File: config.mk
export PLATFORM = sky130hd
export DESIGN_NAME = mcbsp_master_tx_param_flat
export DESIGN_NICKNAME = d
export VERILOG_FILES = /design/src/rtl/mcbsp_master_tx_param_if.sv /design/src/rtl/mcbsp_master_tx_param.sv /design/src/flat_wrapper.sv
export SDC_FILE = /design/constraint.sdc
export NUM_CORES = 1
export LEC_CHECK = 0
export ABC_AREA = 0
export CORE_UTILIZATION = 55
export CTS_CLUSTER_SIZE = 12
export DETAILED_ROUTE_END_ITERATION = 12
export PLACE_DENSITY = 0.82
export SLEW_MARGIN = 20
export SYNTH_ARGS = -nofsm -noshare
export SYNTH_HDL_FRONTEND = slang
export SYNTH_SLANG_ARGS = --single-unit
export TNS_END_PERCENT = 5
File: constraint.sdc
create_clock -name mcbsp_clk_in -period 6.55 [get_ports mcbsp_clk_in]
set_clock_uncertainty 0.15 [all_clocks]
set_input_delay 1.6375 -clock mcbsp_clk_in [delete_from_list [all_inputs] [get_ports mcbsp_clk_in]]
set_output_delay 1.6375 -clock mcbsp_clk_in [all_outputs]
set_load 0.03 [all_outputs]
File: src/rtl/mcbsp_master_tx_param_if.sv
// Word stream into the McBSP transmitter plus its serial clock/sync/data lines toward the DSP.
interface mcbsp_master_tx_param_if #(
  parameter int unsigned DATA_W = 32
) ();
  logic              s_valid;
  logic              s_ready;
  logic [DATA_W-1:0] s_data;
  logic              mcbsp_master_clkr;
  logic              mcbsp_master_fsr;
  logic              mcbsp_master_miso;

  // master: word producer / serial observer; slave: the transmitter itself
  modport master (
    output s_valid, s_data,
    input  s_ready, mcbsp_master_clkr, mcbsp_master_fsr, mcbsp_master_miso
  );
  modport slave (
    input  s_valid, s_data,
    output s_ready, mcbsp_master_clkr, mcbsp_master_fsr, mcbsp_master_miso
  );
endinterface

File: src/rtl/mcbsp_master_tx_param.sv
// Parametrised McBSP master transmitter: input FIFO, frame/word serialiser with gated bit clock,
// per-word or per-frame sync, inter-frame gap, continuous framing and sticky underrun.
module mcbsp_master_tx_param #(
  parameter int unsigned DATA_W     = 32,
  parameter int unsigned FIFO_DEPTH = 16,
  parameter int unsigned NWORD_W    = 9
) (
  input  logic                          mcbsp_clk_in,
  input  logic                          mcbsp_rst_in,
  input  logic [6:0]                    cfg_word_len,
  input  logic [NWORD_W-1:0]            cfg_frame_words,
  input  logic                          cfg_lsb_first,
  input  logic                          cfg_fs_per_frame,
  input  logic [7:0]                    cfg_gap,
  input  logic                          cfg_continuous,
  input  logic                          start,
  input  logic                          stop,
  mcbsp_master_tx_param_if.slave        bus,
  output logic                          busy,
  output logic                          frame_done,
  output logic                          underrun,
  output logic [$clog2(FIFO_DEPTH):0]   fifo_level
);

  localparam int unsigned AW = $clog2(FIFO_DEPTH);
  localparam int unsigned LW = AW + 1;
  localparam logic [6:0]    WMAX     = 7'(DATA_W);
  localparam logic [LW-1:0] LVL_FULL = LW'(FIFO_DEPTH);

  typedef enum logic [1:0] {StIdle, StLoad, StShift, StGap} state_e;

  state_e              r_state, w_state_d;
  logic [6:0]          r_wl, w_wl_eff, r_bit_cnt, w_nxt_bit, w_idx;
  logic [NWORD_W-1:0]  r_fw, r_word_cnt, w_nxt_word;
  logic                r_lsb, r_fspf, r_cont;
  logic [7:0]          r_gap, r_gap_cnt, w_gap_cnt_d, w_gap_last;
  logic [DATA_W-1:0]   r_word, w_word_src, w_shifted;
  logic                r_clk_en, r_fsr, r_miso, r_frame_done, r_underrun, r_stop_seen;
  logic                w_clk_en_d, w_fsr_d, w_miso_d, w_frame_done_d;
  logic                w_load_cfg, w_clr_underrun, w_pop, w_new_word, w_drive;

  logic [DATA_W-1:0]   r_mem [FIFO_DEPTH];
  logic [AW-1:0]       r_wptr, r_rptr;
  logic [LW-1:0]       r_level, w_level_d;
  logic                r_s_ready, w_push, w_pop_fire, w_empty;

  assign w_empty    = (r_level == '0);
  assign w_push     = bus.s_valid && r_s_ready;
  assign w_pop_fire = w_pop && !w_empty;
  assign w_wl_eff   = (cfg_word_len == 7'd0 || cfg_word_len > WMAX) ? WMAX : cfg_word_len;
  assign w_gap_last = (r_gap == 8'd0) ? 8'd0 : r_gap - 8'd1;

  always_comb begin
    w_state_d      = r_state;
    w_load_cfg     = 1'b0;
    w_clr_underrun = 1'b0;
    w_pop          = 1'b0;
    w_new_word     = 1'b0;
    w_drive        = 1'b0;
    w_nxt_bit      = r_bit_cnt;
    w_nxt_word     = r_word_cnt;
    w_gap_cnt_d    = r_gap_cnt;
    w_clk_en_d     = 1'b0;
    w_fsr_d        = 1'b0;
    w_miso_d       = 1'b0;
    w_frame_done_d = 1'b0;
    w_word_src     = r_word;
    w_idx          = 7'd0;
    w_shifted      = '0;

    unique case (r_state)
      StIdle: begin
        if (start && cfg_frame_words != '0) begin
          w_state_d      = StLoad;
          w_load_cfg     = 1'b1;
          w_clr_underrun = 1'b1;
          w_clk_en_d     = 1'b1;
          w_fsr_d        = 1'b1;
        end
      end
      StLoad: begin
        w_state_d  = StShift;
        w_pop      = 1'b1;
        w_new_word = 1'b1;
        w_drive    = 1'b1;
        w_nxt_bit  = 7'd0;
        w_nxt_word = '0;
      end
      StShift: begin
        if (r_bit_cnt == r_wl - 7'd1) begin
          if (r_word_cnt == r_fw - NWORD_W'(1)) begin
            w_state_d      = StGap;
            w_gap_cnt_d    = 8'd0;
            w_frame_done_d = (w_gap_last == 8'd0);
          end else begin
            w_pop      = 1'b1;
            w_new_word = 1'b1;
            w_drive    = 1'b1;
            w_nxt_bit  = 7'd0;
            w_nxt_word = r_word_cnt + NWORD_W'(1);
          end
        end else begin
          w_drive   = 1'b1;
          w_nxt_bit = r_bit_cnt + 7'd1;
        end
      end
      StGap: begin
        if (r_gap_cnt == w_gap_last) begin
          // A stop landing on the exit edge itself still ends the run
          if (r_cont && !r_stop_seen && !stop && cfg_frame_words != '0) begin
            w_state_d  = StLoad;
            w_load_cfg = 1'b1;
            w_clk_en_d = 1'b1;
            w_fsr_d    = 1'b1;
          end else begin
            w_state_d = StIdle;
          end
        end else begin
          w_gap_cnt_d    = r_gap_cnt + 8'd1;
          w_frame_done_d = (r_gap_cnt + 8'd1 == w_gap_last);
        end
      end
      default: w_state_d = StIdle;
    endcase

    if (w_new_word) begin
      w_word_src = w_empty ? '0 : r_mem[r_rptr];
    end
    w_idx     = r_lsb ? w_nxt_bit : (r_wl - 7'd1 - w_nxt_bit);
    w_shifted = w_word_src >> w_idx;

    // Sync for the next word rides on the current word's last bit (1-bit data delay)
    if (w_drive) begin
      w_clk_en_d = 1'b1;
      w_miso_d   = w_shifted[0];
      w_fsr_d    = !r_fspf && (w_nxt_bit == r_wl - 7'd1) && (w_nxt_word != r_fw - NWORD_W'(1));
    end
  end

  always_comb begin
    w_level_d = r_level;
    unique case ({w_push, w_pop_fire})
      2'b10:   w_level_d = r_level + LW'(1);
      2'b01:   w_level_d = r_level - LW'(1);
      default: w_level_d = r_level;
    endcase
  end

  always_ff @(negedge mcbsp_clk_in or posedge mcbsp_rst_in) begin
    if (mcbsp_rst_in) begin
      r_state      <= StIdle;
      r_wl         <= 7'd0;
      r_fw         <= '0;
      r_lsb        <= 1'b0;
      r_fspf       <= 1'b0;
      r_gap        <= 8'd0;
      r_cont       <= 1'b0;
      r_bit_cnt    <= 7'd0;
      r_word_cnt   <= '0;
      r_gap_cnt    <= 8'd0;
      r_word       <= '0;
      r_clk_en     <= 1'b0;
      r_fsr        <= 1'b0;
      r_miso       <= 1'b0;
      r_frame_done <= 1'b0;
      r_underrun   <= 1'b0;
      r_stop_seen  <= 1'b0;
      r_wptr       <= '0;
      r_rptr       <= '0;
      r_level      <= '0;
      r_s_ready    <= 1'b0;
    end else begin
      r_state <= w_state_d;
      if (w_load_cfg) begin
        r_wl   <= w_wl_eff;
        r_fw   <= cfg_frame_words;
        r_lsb  <= cfg_lsb_first;
        r_fspf <= cfg_fs_per_frame;
        r_gap  <= cfg_gap;
        r_cont <= cfg_continuous;
      end
      r_bit_cnt  <= w_nxt_bit;
      r_word_cnt <= w_nxt_word;
      r_gap_cnt  <= w_gap_cnt_d;
      if (w_new_word) begin
        r_word <= w_word_src;
      end
      r_clk_en     <= w_clk_en_d;
      r_fsr        <= w_fsr_d;
      r_miso       <= w_miso_d;
      r_frame_done <= w_frame_done_d;
      if (w_clr_underrun) begin
        r_underrun <= 1'b0;
      end else if (w_pop && w_empty) begin
        r_underrun <= 1'b1;
      end
      if (w_load_cfg) begin
        r_stop_seen <= 1'b0;
      end else if (stop && r_state != StIdle) begin
        r_stop_seen <= 1'b1;
      end
      if (w_push) begin
        r_wptr <= r_wptr + AW'(1);
      end
      if (w_pop_fire) begin
        r_rptr <= r_rptr + AW'(1);
      end
      r_level   <= w_level_d;
      r_s_ready <= (w_level_d != LVL_FULL);
    end
  end

  always_ff @(negedge mcbsp_clk_in) begin
    if (w_push) begin
      r_mem[r_wptr] <= bus.s_data;
    end
  end

  assign bus.s_ready           = r_s_ready;
  assign bus.mcbsp_master_clkr = mcbsp_clk_in & r_clk_en;
  assign bus.mcbsp_master_fsr  = r_fsr;
  assign bus.mcbsp_master_miso = r_miso;
  assign busy                  = (r_state != StIdle);
  assign frame_done            = r_frame_done;
  assign underrun              = r_underrun;
  assign fifo_level            = r_level;

endmodule
File: src/flat_wrapper.sv
// flat-port wrapper written by rule: the top's interface ports become plain ports
module mcbsp_master_tx_param_flat 
#(
  parameter int unsigned DATA_W     = 32,
  parameter int unsigned FIFO_DEPTH = 16,
  parameter int unsigned NWORD_W    = 9
)
  (mcbsp_clk_in, mcbsp_rst_in, cfg_word_len, cfg_frame_words, cfg_lsb_first, cfg_fs_per_frame, cfg_gap, cfg_continuous, start, stop, busy, frame_done, underrun, fifo_level, bus_s_valid, bus_s_data, bus_s_ready, bus_mcbsp_master_clkr, bus_mcbsp_master_fsr, bus_mcbsp_master_miso);
  mcbsp_master_tx_param_if #(.DATA_W(DATA_W)) bus_i ();
  input  logic mcbsp_clk_in;
  input  logic mcbsp_rst_in;
  input  logic [6:0] cfg_word_len;
  input  logic [NWORD_W-1:0] cfg_frame_words;
  input  logic cfg_lsb_first;
  input  logic cfg_fs_per_frame;
  input  logic [7:0] cfg_gap;
  input  logic cfg_continuous;
  input  logic start;
  input  logic stop;
  output logic busy;
  output logic frame_done;
  output logic underrun;
  output logic [$clog2(FIFO_DEPTH):0] fifo_level;
  input wire logic [$bits(bus_i.s_valid)-1:0] bus_s_valid;
  input wire logic [$bits(bus_i.s_data)-1:0] bus_s_data;
  output wire logic [$bits(bus_i.s_ready)-1:0] bus_s_ready;
  output wire logic [$bits(bus_i.mcbsp_master_clkr)-1:0] bus_mcbsp_master_clkr;
  output wire logic [$bits(bus_i.mcbsp_master_fsr)-1:0] bus_mcbsp_master_fsr;
  output wire logic [$bits(bus_i.mcbsp_master_miso)-1:0] bus_mcbsp_master_miso;
  assign bus_i.s_valid = bus_s_valid;
  assign bus_i.s_data = bus_s_data;
  assign bus_s_ready = bus_i.s_ready;
  assign bus_mcbsp_master_clkr = bus_i.mcbsp_master_clkr;
  assign bus_mcbsp_master_fsr = bus_i.mcbsp_master_fsr;
  assign bus_mcbsp_master_miso = bus_i.mcbsp_master_miso;
  mcbsp_master_tx_param #(.DATA_W(DATA_W), .FIFO_DEPTH(FIFO_DEPTH), .NWORD_W(NWORD_W)) u_core (.mcbsp_clk_in(mcbsp_clk_in), .mcbsp_rst_in(mcbsp_rst_in), .cfg_word_len(cfg_word_len), .cfg_frame_words(cfg_frame_words), .cfg_lsb_first(cfg_lsb_first), .cfg_fs_per_frame(cfg_fs_per_frame), .cfg_gap(cfg_gap), .cfg_continuous(cfg_continuous), .start(start), .stop(stop), .bus(bus_i), .busy(busy), .frame_done(frame_done), .underrun(underrun), .fifo_level(fifo_level));
endmodule
==> impl_results.rst, run 1 <==
.. list-table::
   :header-rows: 1

   * - Metric
     - Value
   * - Count of antenna-violating nets left after detailed routing
     - 0
   * - Post-synth net total
     - between 1.5k and 2k
   * - Sw Pwr
     - just under 7 mW
   * - Final Hold Fails
     - 0
   * - Worst setup margin
     - -0.0811 ns
   * - Register area share after synthesis
     - roughly 66%
   * - Layout Utilization
     - a little over two thirds
   * - # nets final
     - between 2k and 3k
   * - DR WL/cell
     - around 25 um
   * - Tightest Pin Transition
     - about 1.1 ns
   * - Worst-case headroom to the max-slew limit
     - roughly 29%
   * - Count of input and output buffers
     - 75
   * - Global-route wire length before repair
     - 116000 um
   * - Most common flop cell mapped by yosys
     - sky130_fd_sc_hd__edfxtp_1
   * - Count of cell types in the netlist
     - between 90 and 100
   * - Count of vias placed by the detailed router
     - 19.6k
   * - Portion of total power attributed to sequential cells
     - between 30 and 40%
   * - Maximum fanout count along the critical path
     - 3
   * - Leading post-synthesis cells by cell area
     - sky130_fd_sc_hd__edfxtp_1 (56%), sky130_fd_sc_hd__dfrtn_1 (9.6%), sky130_fd_sc_hd__mux4_2 (8.6%)
   * - Warnings, synthesis
     - 0
   * - Max-cap violations
     - 0
   * - Pre-antenna DRT Iters
     - 10
   * - Area leader, netlist
     - sky130_fd_sc_hd__edfxtp_1
   * - Slew Limit Fails
     - 0
   * - Flop-to-flop setup slack
     - ~0.48 ns
   * - Final setup violation count
     - 4
   * - Wire length after detailed routing
     - about 77000 um
   * - Via density per instance
     - between 6 and 7
   * - Cell Pwr Density
     - 501 mW/mm^2
   * - Net Sw Frac
     - 40.2%
   * - Cell area after technology mapping
     - roughly 0.027 mm^2
   * - Fin area
     - ~0.034 mm^2
   * - Area share of the largest cell type after synthesis
     - between 50 and 60%
   * - Register area
     - about 0.018 mm^2
   * - Logic gate share of total power
     - a little under two fifths
   * - Critical Path Start Type
     - flip-flop
   * - Cell row count
     - just over 80
   * - Worst voltage drop across the vdd grid
     - a little over 400 uV
   * - DRC violations left
     - 0
   * - Largest net degree at the start of global routing
     - 100
   * - Count of mapped cells out of synthesis
     - ~1.8k
   * - Fraction of registers with async set or reset after synthesis
     - 17.0%
   * - Clock-pin transition on the worst setup and hold timing paths
     - ~0.050 ns
   * - Total power draw
     - around 17 mW
   * - Layout cells sized above 1
     - approximately 16%
   * - Crit Path Category
     - reg -> out
   * - Number of violations reported at the end of detailed-routing iteration 0
     - between 2k and 2.5k
   * - Lkg Pwr
     - 13.7 nW
   * - Clock tree from TritonCTS
     - done
   * - Part of the total power dissipated in the clock network
     - 31.9%
   * - Standard cell core area
     - just under 0.05 mm^2
   * - Overflow after GRT
     - 0
   * - X dimension of the die
     - around 220 um
   * - Number of global-route vias before repair
     - ~21k
   * - Violations in the final reports
     - negative setup slack
   * - Combined area of the multi-input logic cells
     - a little under 0.009 mm^2
   * - Die outline area
     - about 0.051 mm^2
   * - Area delta synth->final
     - 24.5%
   * - Kind of end point of the critical path
     - output port
   * - Fill cell instance count of the final layout
     - around 3k
   * - Worst path arrival time
     - slightly below 5 ns
   * - Min-Delay Path Class
     - reg -> reg
   * - Height of the die
     - 225 um
   * - Area post-placement
     - 0.0296 mm^2
   * - Unrepaired setup endpoints after global routing
     - yes
   * - Top Ports
     - 76
   * - Outcome
     - finished, violations left
   * - Mapped Avg Cell Area
     - around 15 um^2
   * - Initial antenna violation count
     - 1
   * - Number of enable flip-flop cells after synthesis
     - 512
   * - Number of register bits inferred by synthesis
     - 617
   * - Detail Placement HPWL
     - between 40000 and 50000 um
   * - Internal power summed over all cells
     - 10.2 mW
   * - Initial standard-cell utilization of the core
     - approximately 56%
   * - Placer Congestion
     - around 0.87
   * - Global router's overall resource usage
     - a little under a third
   * - Clock insertion delay at the later pin of the skew report
     - about 0.81 ns
   * - Crit path required time
     - between 4 and 5 ns
==> through the flow <==
stage | setup TNS [ns] | setup slack, ns | cells | hold slack [ns]
after CTS | -0.277 | -0.0919 | 3134 | 0.285
after global routing | -0.506 | -0.132 | 3139 | 0.304
after floorplan | -315.76 | -0.689 | 1784 | 0.259
final | -0.222 | -0.0811 | 3139 | 0.294
after detailed placement | -164.52 | -1.07 | 2506 | 0.285
after global placement | -154.37 | -0.881 | 2506 | 0.272
==> Yosys cell counts (28+ instances only) <==
cell type                  number
sky130_fd_sc_hd__o22ai_1       31
sky130_fd_sc_hd__a21oi_1       28
sky130_fd_sc_hd__nor3_1        30
sky130_fd_sc_hd__nor2_1        81
sky130_fd_sc_hd__edfxtp_1     512
sky130_fd_sc_hd__inv_1         48
sky130_fd_sc_hd__mux2_2        35
sky130_fd_sc_hd__mux2i_1       46
sky130_fd_sc_hd__dfrtn_1      105
sky130_fd_sc_hd__nand2_1      155
sky130_fd_sc_hd__mux4_2       104
sky130_fd_sc_hd__clkbuf_1      65
sky130_fd_sc_hd__xnor2_1       43
sky130_fd_sc_hd__o21ai_0       48
==> final cells by class <==
cell class                 count  area share [%]
sequential                   617            53.0
multi-input combinational   1011            26.2
clock inverter               547            6.85
clock buffer                  79            5.57
timing repair buffer         169            5.42
tap                          664            2.44
inverter                      51           0.582
antenna                        1         0.00736
==> cells by family after synthesis <==
kind of cell               count (synthesis)  share of synthesized area [%]
buffers and inverters                    156                           2.42
DFF                                      617                           65.9
and+or+nand+nor                          424                           7.73
AOI/OAI and AO/OA                        281                           7.51
muxes                                    206                           12.6
xor gates and xnor gates                  73                           2.55
adders and majority gates                 27                           1.29
==> per-layer routing <==
metal  global-route usage (%)  vias up  wire, um
met5                        0        -         0
met4                     17.4        0      3290
met3                     8.78      267      7780
met2                     51.1     1415     38400
met1                     36.6     9572     27800
li1                         -     8311         -
==> critical path: stages, from the launching register on <==
cell                      delay (ns)
sky130_fd_sc_hd__dfrtn_1        0.43
sky130_fd_sc_hd__inv_2          0.06
sky130_fd_sc_hd__ha_4           0.17
sky130_fd_sc_hd__inv_4          0.06
sky130_fd_sc_hd__buf_6          0.12
==> timing repair <==
item | CTS | global route
setup buffers | 4 | 4
hold buffers | 0 | 0
setup endpoints to repair | 35 | 24
resized for setup | 58 | 7
pin swaps | 3 | 4
==> worst paths after layout <==
kind,from,endpoint,cells after the start
min reg2reg,u_core.r_word[12],u_core.r_word[12],1
max in group asynchronous,mcbsp_rst_in,u_core.r_gap[1],3
min,u_core.r_word[12],u_core.r_word[12],1
max reg2reg,u_core.r_fw[0],u_core.bus.mcbsp_master_miso,18
min in group asynchronous,mcbsp_rst_in,u_core.fifo_level[1],2
max,u_core.r_state[1],busy,4
==> flip-flops by register name, summed over array words and instances (netlist names), 4 cells and up <==
| register | flops |
|---|---|
| u_core.r_gap | 8 |
| u_core.fifo_level | 5 |
| u_core.r_fw | 9 |
| u_core.r_gap_cnt | 8 |
| u_core.r_wptr | 4 |
| u_core.r_rptr | 4 |
| u_core.r_bit_cnt | 7 |
| u_core.r_word | 32 |
| u_core.r_mem | 512 |
| u_core.r_word_cnt | 9 |
| u_core.r_wl | 7 |
==> power groups by stage <==
| stage | Clock [mW] | Sequential [mW] | Combinational, mW |
|---|---|---|---|
| floorplan | 0.472 | 5.18 | 4.28 |
| CTS | 5.47 | 5.27 | 6.19 |
| finish | 5.44 | 5.28 | 6.30 |
| detailed placement | 0.477 | 5.30 | 6.00 |
| global placement | 0.477 | 5.26 | 5.83 |
| global route | 5.81 | 5.32 | 6.70 |
==> cells in the final DEF, fill, tap and decap left out, types with 23 or more instances in the layout <==
| cell | synthesis | routed |
|---|---|---|
| sky130_fd_sc_hd__mux2_2 | 35 | 35 |
| sky130_fd_sc_hd__o21ai_0 | 48 | 47 |
| sky130_fd_sc_hd__edfxtp_1 | 512 | 512 |
| sky130_fd_sc_hd__a21oi_1 | 28 | 26 |
| sky130_fd_sc_hd__nor3_1 | 30 | 26 |
| sky130_fd_sc_hd__buf_12 | 0 | 31 |
| sky130_fd_sc_hd__nor4_1 | 27 | 23 |
| sky130_fd_sc_hd__clkbuf_16 | 0 | 74 |
| sky130_fd_sc_hd__nand3_1 | 27 | 26 |
| sky130_fd_sc_hd__inv_1 | 48 | 566 |
| sky130_fd_sc_hd__mux4_2 | 104 | 104 |
| sky130_fd_sc_hd__xor2_1 | 26 | 26 |
| sky130_fd_sc_hd__xnor2_1 | 43 | 43 |
| sky130_fd_sc_hd__o22ai_1 | 31 | 31 |
| sky130_fd_sc_hd__nor2_1 | 81 | 69 |
| sky130_fd_sc_hd__nand2_1 | 155 | 154 |
| sky130_fd_sc_hd__mux2i_1 | 46 | 46 |
| sky130_fd_sc_hd__buf_4 | 4 | 63 |
| sky130_fd_sc_hd__dfrtn_1 | 105 | 105 |
| sky130_fd_sc_hd__clkdlybuf4s50_1 | 0 | 61 |
Note: power is estimated with default switching activity, not from simulation.
==> run 2, diff against run 1 <==
--- a/config.mk
+++ b/config.mk
@@ -7,7 +7,7 @@
 export LEC_CHECK = 0
 export ABC_AREA = 0
 export CORE_UTILIZATION = 55
-export CTS_CLUSTER_SIZE = 12
+export CTS_CLUSTER_SIZE = 24
 export DETAILED_ROUTE_END_ITERATION = 12
 export PLACE_DENSITY = 0.82
 export SLEW_MARGIN = 20
==> impl_results.rst, run 2 (synthesis results as in run 1) <==
.. list-table::
   :header-rows: 1

   * - Metric
     - Value
   * - Fin area
     - 0.0341 mm^2 (+0.44%)
   * - Clock insertion delay at the later pin of the skew report
     - 0.83 ns (+0.02 ns)
   * - Unrepaired setup endpoints after global routing
     - yes
   * - DR WL/cell
     - 24.3 um (-1.3%)
   * - Final setup violation count
     - 2 (-2)
   * - Kind of end point of the critical path
     - output port
   * - Count of vias placed by the detailed router
     - 19.5k (-0.32%)
   * - Via density per instance
     - 6.19 (-0.64%)
   * - Detail Placement HPWL
     - 41800 um (unchanged)
   * - Most common library cell in the layout ignoring fill and taps
     - sky130_fd_sc_hd__inv_1
   * - Worst-case headroom to the max-slew limit
     - 21.5% (-7.6 points)
   * - Cell Pwr Density
     - 503 mW/mm^2 (+0.46%)
   * - Wire length after detailed routing
     - 76500 um (-1.0%)
   * - Count of input and output buffers
     - 75 (unchanged)
   * - Worst path arrival time
     - 4.87 ns (+0.03 ns)
   * - Placer Congestion
     - 0.866 (unchanged)
   * - Clock tree from TritonCTS
     - done
   * - Number of violations reported at the end of detailed-routing iteration 0
     - 2392 (-3.1%)
   * - Global-route wire length before repair
     - 114000 um (-1.3%)
   * - # nets final
     - 2524 (-0.040%)
   * - Fill cell instance count of the final layout
     - 3000 (-0.033%)
   * - Crit path required time
     - 4.76 ns (about the same)
   * - Critical Path Start Type
     - flip-flop
   * - Worst voltage drop across the vdd grid
     - 376 uV (-8.3%)
   * - Worst setup slack before clock tree synthesis
     - -1.07 ns (unchanged)
   * - Critical path buffer and inverter count
     - 3 (unchanged)
   * - Height of the die
     - 225 um (unchanged)
   * - Biggest regs
     - u_core.r_mem (512), u_core.r_word (32)
   * - Largest register FFs
     - 512 (unchanged)
   * - Gate family responsible for the most delay along the worst path
     - flip-flops
   * - Tightest Pin Transition
     - 1.17 ns (+0.113 ns)
   * - Final Hold Fails
     - 0 (unchanged)
   * - Top reg by flops
     - u_core.r_mem
   * - X dimension of the die
     - 225 um (unchanged)
   * - Layout cells sized above 1
     - 16.9% (+0.50 points)
   * - Worst setup margin
     - -0.109 ns (-0.0281 ns)
   * - Max-cap violations
     - 0 (unchanged)
   * - Cell with the largest stage delay on the worst path
     - sky130_fd_sc_hd__dfrtn_1
   * - Violations in the final reports
     - negative setup slack
   * - DRC violations left
     - 0 (unchanged)
   * - Top Ports
     - 76 (unchanged)
   * - Cell row count
     - 81 (unchanged)
   * - Maximum fanout count along the critical path
     - 3 (unchanged)
   * - Number of global-route vias before repair
     - 20.8k (-1.2%)
   * - Pre-antenna DRT Iters
     - 6 (-4)
   * - Area post-placement
     - 0.0296 mm^2 (unchanged)
   * - Global router's overall resource usage
     - 30.7% (-0.32 points)
   * - Initial antenna violation count
     - 1 (unchanged)
   * - Highest-count cells in the layout ignoring fill and taps
     - sky130_fd_sc_hd__inv_1 (562), sky130_fd_sc_hd__edfxtp_1 (512), sky130_fd_sc_hd__nand2_1 (154)
   * - Area delta synth->final
     - 25.0%
   * - Outcome
     - finished, violations left
   * - Largest net degree at the start of global routing
     - 100 (unchanged)
   * - Lkg Pwr
     - 13.8 nW (+0.30%)
   * - Die outline area
     - 0.0505 mm^2 (unchanged)
   * - Min-Delay Path Class
     - reg -> reg
   * - Sum of negative setup slack
     - -0.176 ns (+0.0460 ns)
   * - Slew Limit Fails
     - 0 (unchanged)
   * - Crit Path Category
     - reg -> out
   * - Overflow after GRT
     - 0 (unchanged)
   * - Standard cell core area
     - 0.0490 mm^2 (unchanged)
   * - Count of antenna-violating nets left after detailed routing
     - 0 (unchanged)
   * - Max incr delay on CP
     - 0.45 ns (+0.02 ns)
   * - Cell Chain, Critical Path
     - inv_2 > ha_4 > inv_4 > buf_6
   * - Final Hold Slack
     - 0.283 ns (-0.0107 ns)
   * - Clock-pin transition on the worst setup and hold timing paths
     - 0.05 ns (about the same)
   * - Initial standard-cell utilization of the core
     - 55.8% (unchanged)
-- run 2: routing by layer --
| layer | track usage [%] | routed length, um | vias to the layer above |
|---|---|---|---|
| met2 | 50.0 | 38200 | 1348 |
| met3 | 8.91 | 7410 | 255 |
| met5 | 0 | 0 | - |
| met4 | 17.2 | 3160 | 0 |
| li1 | - | - | 8326 |
| met1 | 36.6 | 27700 | 9573 |
-- run 2: final timing paths --
kind                                   start  cells after the start  slack (ns)                      endpoint
max in group asynchronous       mcbsp_rst_in                      3        1.46                u_core.r_wl[5]
min in group asynchronous       mcbsp_rst_in                      2        4.27          u_core.fifo_level[1]
min                        u_core.r_word[24]                      1        0.28             u_core.r_word[24]
min reg2reg                u_core.r_word[24]                      1        0.28             u_core.r_word[24]
max                        u_core.r_state[1]                      4       -0.11                          busy
max reg2reg                   u_core.r_fw[0]                     18        0.46  u_core.bus.mcbsp_master_miso
-- run 2: worst register-to-register path, cell delays in order (launching register included) --
cell and delay [ns]:
sky130_fd_sc_hd__dfrtn_1 0.44, sky130_fd_sc_hd__inv_1 0.12, sky130_fd_sc_hd__ha_1 0.30, sky130_fd_sc_hd__or3b_4 0.45, sky130_fd_sc_hd__o31ai_2 0.24, sky130_fd_sc_hd__a21oi_1 0.23, sky130_fd_sc_hd__or4bb_1 0.76, sky130_fd_sc_hd__nor4_1 0.33
sky130_fd_sc_hd__o22a_1 0.25, sky130_fd_sc_hd__ha_1 0.16, sky130_fd_sc_hd__inv_1 0.06, sky130_fd_sc_hd__fa_1 0.54, sky130_fd_sc_hd__nor2_1 0.07, sky130_fd_sc_hd__a31oi_4 0.68, sky130_fd_sc_hd__mux2_1 0.41, sky130_fd_sc_hd__mux2i_1 0.32
sky130_fd_sc_hd__mux2i_1 0.16, sky130_fd_sc_hd__a32oi_1 0.21, sky130_fd_sc_hd__a21oi_2 0.07
-- run 2: repair_timing --
action	CTS	global route
buffers inserted	6	3
hold buffers	0	0
resized for setup	54	15
endpoints found under the setup margin	38	23
pin swaps	4	8
-- run 2: area by class of cell --
cell class | count | area (um^2) | area share, %
Sequential cell | 617 | 18000 | 52.7
Clock buffer | 75 | 1800 | 5.28
Inverter | 51 | 198 | 0.579
Multi-Input combinational cell | 1011 | 8910 | 26.1
Antenna cell | 1 | 2.50 | 0.00733
Clock inverter | 560 | 2540 | 7.44
Tap cell | 664 | 831 | 2.43
Timing Repair Buffer | 170 | 1850 | 5.42
-- run 2: through the flow --
stage | std cells | util (%) | power, mW
after floorplan | 1784 | - | 9.93
after global placement | 2506 | 60.5 | 11.6
after detailed placement | 2506 | 60.5 | 11.8
after CTS | 3145 | 69.6 | 17.1
after global routing | 3149 | 69.7 | 18.0
final | 3149 | 69.7 | 17.2
-- run 2: report_power, final --
part	internal, mW	switching (mW)
clock network	2.88	2.72
registers	4.89	0.395
logic	2.54	3.75
